## src/rtl/imuldiv_muldiv_dispatch.sv

```systemverilog
// Steers unified mul/div requests to the iterative multiplier or divider and
// returns their responses in request order. IMULDIV_DISPATCH_PERF_EN adds perf counters.
module imuldiv_muldiv_dispatch #(
    parameter int DEPTH = 4
) (
    input  logic        clk,
    input  logic        reset,

    input  logic [1:0]  muldivreq_msg_fn,
    input  logic [31:0] muldivreq_msg_a,
    input  logic [31:0] muldivreq_msg_b,
    input  logic        muldivreq_val,
    output logic        muldivreq_rdy,

    output logic [63:0] muldivresp_msg_result,
    output logic        muldivresp_val,
    input  logic        muldivresp_rdy,

    output logic [31:0] mulreq_msg_a,
    output logic [31:0] mulreq_msg_b,
    output logic        mulreq_val,
    input  logic        mulreq_rdy,

    input  logic [63:0] mulresp_msg_result,
    input  logic        mulresp_val,
    output logic        mulresp_rdy,

    output logic        divreq_msg_fn,
    output logic [31:0] divreq_msg_a,
    output logic [31:0] divreq_msg_b,
    output logic        divreq_val,
    input  logic        divreq_rdy,

    input  logic [63:0] divresp_msg_result,
    input  logic        divresp_val,
    output logic        divresp_rdy
`ifdef IMULDIV_DISPATCH_PERF_EN
    ,
    output logic [31:0] perf_mul_cnt,
    output logic [31:0] perf_div_cnt,
    output logic [31:0] perf_stall_cnt
`endif
);

    localparam int          AW      = $clog2(DEPTH);
    localparam logic [AW:0] DEPTH_C = DEPTH[AW:0];

    logic             sel;
    logic             head;
    logic             full;
    logic             empty;
    logic             push;
    logic             pop;
    logic [DEPTH-1:0] sel_fifo;
    logic [AW-1:0]    wr_ptr;
    logic [AW-1:0]    rd_ptr;
    logic [AW:0]      count;

    // 01 DIV and 10 DIVU go to the divider; 00 MUL and reserved 11 to the multiplier.
    assign sel   = (muldivreq_msg_fn == 2'b01) || (muldivreq_msg_fn == 2'b10);
    assign full  = (count == DEPTH_C);
    assign empty = (count == '0);
    assign head  = sel_fifo[rd_ptr];

    assign muldivreq_rdy = !full && (sel ? divreq_rdy : mulreq_rdy);
    assign mulreq_val    = muldivreq_val && !full && !sel;
    assign divreq_val    = muldivreq_val && !full && sel;

    assign mulreq_msg_a  = muldivreq_msg_a;
    assign mulreq_msg_b  = muldivreq_msg_b;
    assign divreq_msg_a  = muldivreq_msg_a;
    assign divreq_msg_b  = muldivreq_msg_b;
    assign divreq_msg_fn = (muldivreq_msg_fn == 2'b01);

    assign muldivresp_val        = !empty && (head ? divresp_val : mulresp_val);
    assign muldivresp_msg_result = head ? divresp_msg_result : mulresp_msg_result;
    assign mulresp_rdy           = !empty && !head && muldivresp_rdy;
    assign divresp_rdy           = !empty && head && muldivresp_rdy;

    assign push = muldivreq_val && muldivreq_rdy;
    assign pop  = muldivresp_val && muldivresp_rdy;

    // NOTE: sequential state uses non-blocking assignments so every register
    // samples pre-edge values regardless of statement order.
    always_ff @(posedge clk) begin
        if (reset) begin
            wr_ptr <= '0;
            rd_ptr <= '0;
            count  <= '0;
        end else begin
            if (push) wr_ptr <= wr_ptr + 1'b1;
            if (pop)  rd_ptr <= rd_ptr + 1'b1;
            case ({push, pop})
                2'b10:   count <= count + 1'b1;
                2'b01:   count <= count - 1'b1;
                default: ;
            endcase
        end
    end

    // NOTE: the sel storage is deliberately not reset; an entry is only read
    // while count says it holds a live request, so stale contents are harmless.
    always_ff @(posedge clk) begin
        if (push) sel_fifo[wr_ptr] <= sel;
    end

`ifdef IMULDIV_DISPATCH_PERF_EN
    always_ff @(posedge clk) begin
        if (reset) begin
            perf_mul_cnt   <= '0;
            perf_div_cnt   <= '0;
            perf_stall_cnt <= '0;
        end else begin
            if (push && !sel) perf_mul_cnt <= perf_mul_cnt + 32'd1;
            if (push && sel)  perf_div_cnt <= perf_div_cnt + 32'd1;
            if (muldivreq_val && !muldivreq_rdy) perf_stall_cnt <= perf_stall_cnt + 32'd1;
        end
    end
`endif

endmodule
```

## config.mk

```make
export PLATFORM = sky130hd
export DESIGN_NAME = imuldiv_muldiv_dispatch
export DESIGN_NICKNAME = d
export VERILOG_FILES = /design/src/rtl/imuldiv_muldiv_dispatch.sv
export SDC_FILE = /design/constraint.sdc
export NUM_CORES = 1
export LEC_CHECK = 0
export BUFFER_PORTS_ARGS = -buffer_cell sky130_fd_sc_hd__buf_2
export CAP_MARGIN = 0
export CORE_AREA = 8 8 149 151
export CTS_CLUSTER_SIZE = 28
export DETAILED_ROUTE_END_ITERATION = 16
export DIE_AREA = 0 0 157 159
export PLACE_DENSITY = 0.47
export REMOVE_ABC_BUFFERS = 1
export SYNTH_ARGS = -nofsm -noshare
export SYNTH_HDL_FRONTEND = slang
export SYNTH_SLANG_ARGS = --single-unit
export TNS_END_PERCENT = 5
```

## constraint.sdc

```tcl
create_clock -name clk -period 3 [get_ports clk]
set_clock_uncertainty 0.15 [all_clocks]
set_input_delay 0.3 -clock clk [delete_from_list [all_inputs] [get_ports clk]]
set_output_delay 0.3 -clock clk [all_outputs]
set_load 0.03 [all_outputs]
```

==> results.json, run 1 <==
{
  "holdBufCountCts": 0,
  "crit_path_start_kind": "flop",
  "cts_tree": "built",
  "first_pass_iters": 4,
  "place_congestion": 0.846,
  "cp.arrival_ns": 2.69,
  "rr_endpoint": "count[2]$_SDFFE_PP0P_",
  "drv_cap": 0,
  "ys_warn_count": 0,
  "htree_levels": 1,
  "io_pins": 401,
  "clock_path_buffers": 2,
  "status": "complete, no violations",
  "critical_path_class": "flop to flop",
  "cts_sinks": 11,
  "via_per_inst": 3.66,
  "post_cts_buffers": 0,
  "p_leak_nw": 1.53,
  "wirelength_um": 22100,
  "start_util_pct": 12.6,
  "rsz0062_at_grt": "no",
  "numCtsBuffers": 3,
  "r2r_slack_ns": 0.33,
  "ys_seq_area_share_pct": 10.4,
  "timing.rr.start": "count[2]$_SDFFE_PP0P_",
  "path_clk_slew_ns": 0.04,
  "post_synth_num_cell_types": 26,
  "whs_ns": 0.204,
  "slew_headroom_pct": 56.0,
  "total_power_w": 0.00116,
  "min_to": "count[2]$_SDFFE_PP0P_",
  "grt_usage_pct": 16.7,
  "route.detailed.drc": 0,
  "peakVddDrop_mv": 0.242,
  "core_sq_mm": 0.0198,
  "netlist_area_sq_mm": 0.00251,
  "die_w_um": 157,
  "ys_seq_elements": 11,
  "fin_setup_tns_ns": 0,
  "cp_max_fo": 6,
  "grt_overflow": 0,
  "slew_violations": 0,
  "hp-start": "reset",
  "hold_viol_final": 0,
  "tightestPinTransition_ns": 0.655,
  "grt_pass1_vias": 2402,
  "power_density_mw_per_mm2": 389,
  "reg2reg_depth": 10,
  "hold_class": "input port to flop",
  "holdPathStages": 2,
  "layout_common_cells": "208 x buf_2, 40 x mux2_2, 28 x mux2_4, 12 x nor2_1, 9 x inv_1",
  "nNetsFinal": 556,
  "setup-violations-final": 0,
  "timing.fmax_mhz": 375,
  "cts-root-buf": "clkbuf_16",
  "antenna_left": 0,
  "endpoint_kind": "flop",
  "fp.dieH_um": 159,
  "fp-row-count": 52,
  "die_area_sq_mm": 0.0250,
  "area_delta_synth_final_pct": 18.5,
  "layout_min_cycle_time_ns": 2.67,
  "syn_area_per_cell_sq_um": 9.33,
  "num_vias": 2266,
  "antenna_found_initial": 18,
  "drtIter0Drc": 126,
  "insertion_delay_ns": 0.24,
  "port_buffers": 208,
  "layout-drive-gt1-share_pct": 81.2,
  "grt_max_degree": 67,
  "crit_required_ns": 3.02,
  "grt_pass1_wl_um": 27000,
  "cts_resized": 0,
  "wl_per_cell_um": 35.7,
  "final_common_cell": "buf_2",
  "min_period_over_period_pct": 88.8,
  "dp_hpwl_um": 20100,
  "netlist_instances": 269
}
metrics by stage:
| step | cell area, sq um | util [%] | setup WS, ns | cells |
|---|---|---|---|---|
| finish | 2970 | 15.0 | 0.335 | 619 |
| global route | 2970 | 15.0 | 0.178 | 618 |
| floorplan | 1480 | - | -0.468 | 133 |
| detailed placement | 2890 | 14.5 | 0.295 | 612 |
| CTS | 2970 | 14.9 | 0.329 | 616 |
| global placement | 2890 | 14.5 | 0.367 | 612 |
flip-flops by register name, summed over array words and instances, names as in the netlist:
signal and flops:
sel_fifo 4, wr_ptr 2, rd_ptr 2, count 3
critical path: stages (launching register included):
cell	delay (ns)
dfxtp_1	0.39
or3b_2	0.47
nand2_1	0.12
nor2_1	0.09
inv_1	0.14
ha_1	0.21
inv_1	0.06
fa_1	0.37
xor2_1	0.16
or3_1	0.31
a21oi_1	0.14
Yosys cell counts (all sizes together):
master / number / share of area [%]
nor2b: 1 / 0.25
o21ai: 1 / 0.20
nor2: 12 / 1.8
or3: 1 / 0.25
mux2i: 5 / 2.0
and2: 5 / 1.2
fa: 1 / 0.80
xnor2: 1 / 0.35
inv: 9 / 1.3
a21oi: 3 / 0.60
mux2: 68 / 35
nand2: 1 / 0.15
and3: 1 / 0.25
edfxtp: 4 / 4.8
o31ai: 1 / 0.30
dfxtp: 7 / 5.6
buf: 136 / 41
or3b: 1 / 0.35
nor3: 2 / 0.40
ha: 6 / 3.0
a31oi: 1 / 0.25
xor2: 2 / 0.70
routing by layer:
layer	share of wire, %	global-route usage [%]
met5	1.5	6.20
met4	0.35	1.05
met2	37	21.5
met1	35	16.7
met3	27	21.0
final cells by class:
cell class                      instances  area, sq um
Fill cell                            2272        16900
Multi-Input combinational cell        113         1190
Timing Repair Buffer                  209         1060
Tap cell                              270          338
Sequential cell                        11          260
Clock buffer                            4         78.8
Inverter                                9         33.8
Antenna cell                            3         7.51
cells by family (layout without fill, tap and decap cells):
logic type | count (synthesis) | in the layout | share of synthesized area, %
multiplexers | 73 | 73 | 36.6
flip-flops | 11 | 11 | 10.4
AO/OA/AOI/OAI | 6 | 6 | 1.35
XOR/XNOR | 3 | 3 | 1.05
adder cells (fa/ha/maj) | 7 | 7 | 3.79
other | 0 | 3 | 0
buffers and inverters | 145 | 222 | 42.2
AND/OR/NAND/NOR | 24 | 24 | 4.69
how the worst max path moves through the flow:
stage / cells after the start / end / from / slack, ns
finish: 10 / count[2]$_SDFFE_PP0P_ / count[2]$_SDFFE_PP0P_ / 0.33
detailed placement: 11 / count[2]$_SDFFE_PP0P_ / muldivreq_msg_fn[0] / 0.29
global route: 10 / count[2]$_SDFFE_PP0P_ / count[2]$_SDFFE_PP0P_ / 0.18
CTS: 10 / count[2]$_SDFFE_PP0P_ / count[2]$_SDFFE_PP0P_ / 0.33
global placement: 12 / count[2]$_SDFFE_PP0P_ / muldivreq_msg_fn[1] / 0.37
floorplan: 10 / count[2]$_SDFFE_PP0P_ / rd_ptr[1]$_SDFFE_PP0P_ / -0.47
where the power goes:
| part | switching, W | internal (W) | leakage (nW) |
|---|---|---|---|
| logic | 0.000428 | 0.000305 | 1.40 |
| registers | 0.0000109 | 0.000168 | 0.0933 |
| clock network | 0.0000645 | 0.000178 | 0.0382 |
Power figures use the tool's default switching activity.
==> inputs of run 2 (changes only) <==
Settings changed: CORE_AREA 8 8 149 151 to 2 2 155 157, PLACE_DENSITY 0.47 to 0.43.
==> results.json, run 2 (synthesized netlist as in run 1, its figures left out) <==
{
  "netSwitchingFraction_pct": 43.5,
  "io_pins": 401,
  "top_layer_used": "met5",
  "drv_cap": 0,
  "crit_required_ns": 3.02,
  "htree_levels": 1,
  "setup-violations-final": 0,
  "layout_min_cycle_time_ns": 2.63,
  "wl_per_cell_um": 33.8,
  "min_to": "count[2]$_SDFFE_PP0P_",
  "clock_path_buffers": 2,
  "core_sq_mm": 0.0232,
  "cpMaxStageDelayCell": "or3b_2",
  "wirelength_um": 23000,
  "cts_resized": 0,
  "cp_common_cell": "inv_1",
  "p_int_w": 0.000655,
  "grt_pass1_wl_um": 26700,
  "area_delta_synth_final_pct": 22.2,
  "p_seq_share_pct": 15.5,
  "nNetsFinal": 557,
  "largestRegisters": "sel_fifo: 4 flops, count: 3 flops",
  "layout_common_cells": "208 x buf_2, 40 x mux2_2, 28 x mux2_4, 12 x nor2_1, 9 x inv_1",
  "r2r_slack_ns": 0.37,
  "drtIter0Drc": 155,
  "cp_max_fo": 6,
  "finalNonFillerCells": 679,
  "grt_usage_pct": 17.2,
  "path_clk_slew_ns": 0.04,
  "cts_sinks": 11,
  "path_cells": "or3b_2 -> nand2_1 -> nor2_1 -> inv_1 -> ha_1 -> inv_1 -> fa_1 -> xor2_1 -> or3_1 -> a21oi_1",
  "wl_met1_um": 6820,
  "timing.fmax_mhz": 380,
  "fin_util_pct": 13.2,
  "hold_class": "input port to flop",
  "dpl.cell_count": 662,
  "antenna_found_initial": 25,
  "power_frac_comb_pct": 63.5,
  "start_util_pct": 10.8,
  "route.detailed.drc": 0,
  "reg2reg_depth": 10,
  "cts_tree": "built",
  "power_density_mw_per_mm2": 378,
  "crit_path_start_kind": "flop",
  "holdPathStages": 2,
  "slew_headroom_pct": 70.2,
  "placed_cell_area_sq_mm": 0.00296,
  "tightestPinTransition_ns": 0.446,
  "p_sw_w": 0.000503,
  "largest_reg_flops": 4,
  "place_congestion": 0.869,
  "critical_path_class": "flop to flop",
  "port_buffers": 208,
  "grt_max_degree": 67,
  "hp-start": "reset",
  "antenna_left": 0,
  "hold_viol_final": 0,
  "first_pass_iters": 4,
  "rr_endpoint": "count[2]$_SDFFE_PP0P_",
  "post-route-cell-area_sq_mm": 0.00307,
  "cts-root-buf": "clkbuf_16",
  "dp_worst_setup_slack_ns": 0.226,
  "cp_top_family": "simple AND/OR/NAND/NOR gates",
  "dr_wl_met3_um": 6590,
  "min_period_over_period_pct": 87.6,
  "numCtsBuffers": 3,
  "cp.arrival_ns": 2.65,
  "die_w_um": 157,
  "critPathBufInv": 2,
  "die_area_sq_mm": 0.0250,
  "fillCellCount": 2696,
  "insertion_delay_ns": 0.24,
  "final_common_cell": "buf_2",
  "grt_overflow": 0,
  "rsz0062_at_grt": "no",
  "slew_violations": 0,
  "dp_hpwl_um": 21100,
  "layout-drive-gt1-share_pct": 81.3,
  "endpoint_kind": "flop",
  "num_vias": 2345,
  "post_cts_buffers": 0,
  "p_leak_nw": 1.53,
  "route.met2.wl_um": 8840,
  "fp-row-count": 56,
  "regMostFlops": "sel_fifo",
  "slowest_delay_ns": 0.46,
  "peakVddDrop_mv": 0.211,
  "timing.rr.start": "count[2]$_SDFFE_PP0P_",
  "holdBufCountCts": 0,
  "status": "complete, no violations",
  "fp.dieH_um": 159,
  "via_per_inst": 3.45,
  "grt_pass1_vias": 2115,
  "fin_ws_ns": 0.371,
  "power_frac_clock_pct": 21.0
}
-- run 2: power by group through the flow --
stage	Clock (W)	Sequential (W)	Combinational [W]
after global placement	0	0.000181	0.000740
after detailed placement	0	0.000182	0.000738
after CTS	0.000251	0.000180	0.000741
after floorplan	0	0.000179	0.000496
final	0.000243	0.000180	0.000735
after global routing	0.000261	0.000181	0.000779
-- run 2: metal layers --
layer	up-vias	GRT usage, %
li1	937	-
met1	961	14.8
met2	394	23.1
met3	31	23.7
met4	22	2.96
met5	-	8.33
-- run 2: final cells by class --
type	count	area [sq um]	area share, %
Antenna cell	13	32.5	1.06
Tap cell	319	399	13.0
Multi-Input combinational cell	113	1190	38.9
Clock buffer	4	78.8	2.57
Timing Repair Buffer	210	1070	34.8
Inverter	9	33.8	1.10
Sequential cell	11	260	8.49
-- run 2: worst max path at each step --
stage	from	endpoint	depth (start not counted)
finish	count[2]$_SDFFE_PP0P_	count[2]$_SDFFE_PP0P_	10
global route	count[2]$_SDFFE_PP0P_	count[2]$_SDFFE_PP0P_	10
CTS	count[2]$_SDFFE_PP0P_	count[2]$_SDFFE_PP0P_	10
detailed placement	muldivreq_msg_fn[1]	count[2]$_SDFFE_PP0P_	12
global placement	muldivreq_msg_fn[1]	count[2]$_SDFFE_PP0P_	12
floorplan	rd_ptr[1]$_SDFFE_PP0P_	count[2]$_SDFFE_PP0P_	10
-- run 2: metrics by stage --
step / TNS, ns / hold slack [ns] / power, W
2_1_floorplan: -0.696 / 0.219 / 0.000676
3_3_place_gp: 0 / 0.376 / 0.000921
3_5_place_dp: 0 / 0.382 / 0.000920
4_1_cts: 0 / 0.208 / 0.00117
5_1_grt: 0 / 0.228 / 0.00122
6_report: 0 / 0.200 / 0.00116
-- run 2: worst register-to-register path: stages (launching register included) --
cell and delay, ns:
dfxtp_1 0.39, or3b_2 0.46, nand2_1 0.12, nor2_1 0.09, inv_1 0.14, ha_1 0.20, inv_1 0.06, fa_1 0.37
xor2_1 0.16, or3_1 0.30, a21oi_1 0.13
==> inputs of run 3 (changes only) <==
Settings changed: RECOVER_POWER set to 100.
==> results.json, run 3 (synthesized netlist as in run 1, its figures left out) <==
{
  "status": "complete, no violations",
  "rsz0062_at_grt": "no",
  "tightestPinTransition_ns": 0.446,
  "clock_path_buffers": 2,
  "fp-row-count": 56,
  "holdBufCountCts": 0,
  "die_w_um": 157,
  "setup-violations-final": 0,
  "timing.fmax_mhz": 377,
  "cts-root-buf": "clkbuf_16",
  "drv_cap": 0,
  "wl_per_cell_um": 34.0,
  "endpoint_kind": "flop",
  "antenna_left": 0,
  "fin_setup_tns_ns": 0,
  "first_pass_iters": 4,
  "die_area_sq_mm": 0.0250,
  "drtIter0Drc": 150,
  "htree_levels": 1,
  "cp_max_fo": 4,
  "multi_input_area_sq_mm": 0.00119,
  "layout_common_cells": "142 x buf_2, 67 x clkbuf_1, 38 x mux2_2, 26 x mux2_4, 12 x nor2_1",
  "place_congestion": 0.869,
  "cts_sinks": 11,
  "post-route-cell-area_sq_mm": 0.00297,
  "grt_use_met3_pct": 23.7,
  "layout_min_cycle_time_ns": 2.65,
  "hold_viol_final": 0,
  "antenna_found_initial": 25,
  "num_vias": 2368,
  "numCtsBuffers": 3,
  "peakVddDrop_mv": 0.212,
  "cts_resized": 0,
  "port_buffers": 208,
  "area_delta_synth_final_pct": 18.6,
  "grt_max_degree": 67,
  "wirelength_um": 23100,
  "critical_path_class": "flop to flop",
  "slew_violations": 0,
  "io_pins": 401,
  "largest_reg_flops": 4,
  "slew_headroom_pct": 70.3,
  "grt_overflow": 0,
  "crit_required_ns": 3.02,
  "largestRegisters": "sel_fifo: 4 flops, count: 3 flops",
  "layout-drive-gt1-share_pct": 61.1,
  "nNetsFinal": 557,
  "placed_cell_area_sq_mm": 0.00296,
  "dp_hpwl_um": 21100,
  "grt_pass1_vias": 2115,
  "fp.dieH_um": 159,
  "cts_tree": "built",
  "grt_pass1_wl_um": 26700,
  "via_per_inst": 3.49,
  "route.detailed.drc": 0,
  "regMostFlops": "sel_fifo",
  "met1_usage_pct": 14.8,
  "path_clk_slew_ns": 0.04,
  "crit_path_start_kind": "flop",
  "fin_util_pct": 12.8,
  "power_density_mw_per_mm2": 380,
  "core_sq_mm": 0.0232,
  "min_period_over_period_pct": 88.4,
  "fillCellCount": 2724,
  "cp.arrival_ns": 2.68,
  "hold_class": "input port to flop",
  "register_area_sq_um": 260,
  "final_common_cell": "buf_2",
  "post_cts_buffers": 0,
  "p_leak_nw": 1.33,
  "insertion_delay_ns": 0.24,
  "grt_usage_pct": 17.2,
  "start_util_pct": 10.8,
  "grt_use_met2_pct": 23.1,
  "grt.busiest_layer": "met3"
}
run 3: changes by cell type in the layout (fill, tap and decap cells not counted):
cell and change:
and2_0 +5, buf_2 -66, mux2_1 +4, mux2_4 -2
and2_1 -5, diode_2 -1, clkbuf_1 +66, mux2_2 -2
run 3: final cells by class:
cell class / instances / area share, %
multi-input cells: 113 / 39.9
inverters: 9 / 1.14
flip-flops and latches: 11 / 8.75
repair buffers: 210 / 33.2
clock buffers: 4 / 2.65
diodes: 12 / 1.01
well taps: 319 / 13.4
run 3: routing by layer:
layer  part of all wire (%)  routed length, um
met1                     30               6950
met2                     38               8820
met3                     28               6510
met4                    1.6                376
met5                    1.8                408
run 3: per-stage QoR:
stage,setup slack [ns],hold WS (ns),cells,total power [W]
2_1_floorplan,-0.468,0.219,133,0.000676
3_3_place_gp,0.270,0.376,662,0.000921
3_5_place_dp,0.226,0.382,662,0.000920
4_1_cts,0.367,0.208,666,0.00117
5_1_grt,0.151,0.228,669,0.00119
6_report,0.347,0.200,678,0.00113
run 3: path summary, 6_finish.rpt:
check | startpoint | end | slack, ns | cells after the start
hold / removal | reset | count[2]$_SDFFE_PP0P_ | 0.20 | 2
hold reg to reg | count[2]$_SDFFE_PP0P_ | count[2]$_SDFFE_PP0P_ | 0.39 | 2
setup reg to reg | rd_ptr[1]$_SDFFE_PP0P_ | count[2]$_SDFFE_PP0P_ | 0.35 | 10
setup / recovery | rd_ptr[1]$_SDFFE_PP0P_ | count[2]$_SDFFE_PP0P_ | 0.35 | 10
run 3: worst max-delay path, cell delays in order, from the launching register on:
cell and delay, ns:
dfxtp_1 0.39, mux2i_1 0.12, mux2_1 0.37, mux2i_1 0.17, nor2_1 0.15, ha_1 0.21, inv_1 0.06, fa_1 0.37
xor2_1 0.16, or3_1 0.30, a21oi_1 0.13
run 3: power breakdown:
part	total (W)	internal [W]	switching (W)
Sequential	0.000180	0.000168	0.0000114
Clock	0.000243	0.000178	0.0000651
Combinational	0.000707	0.000275	0.000432
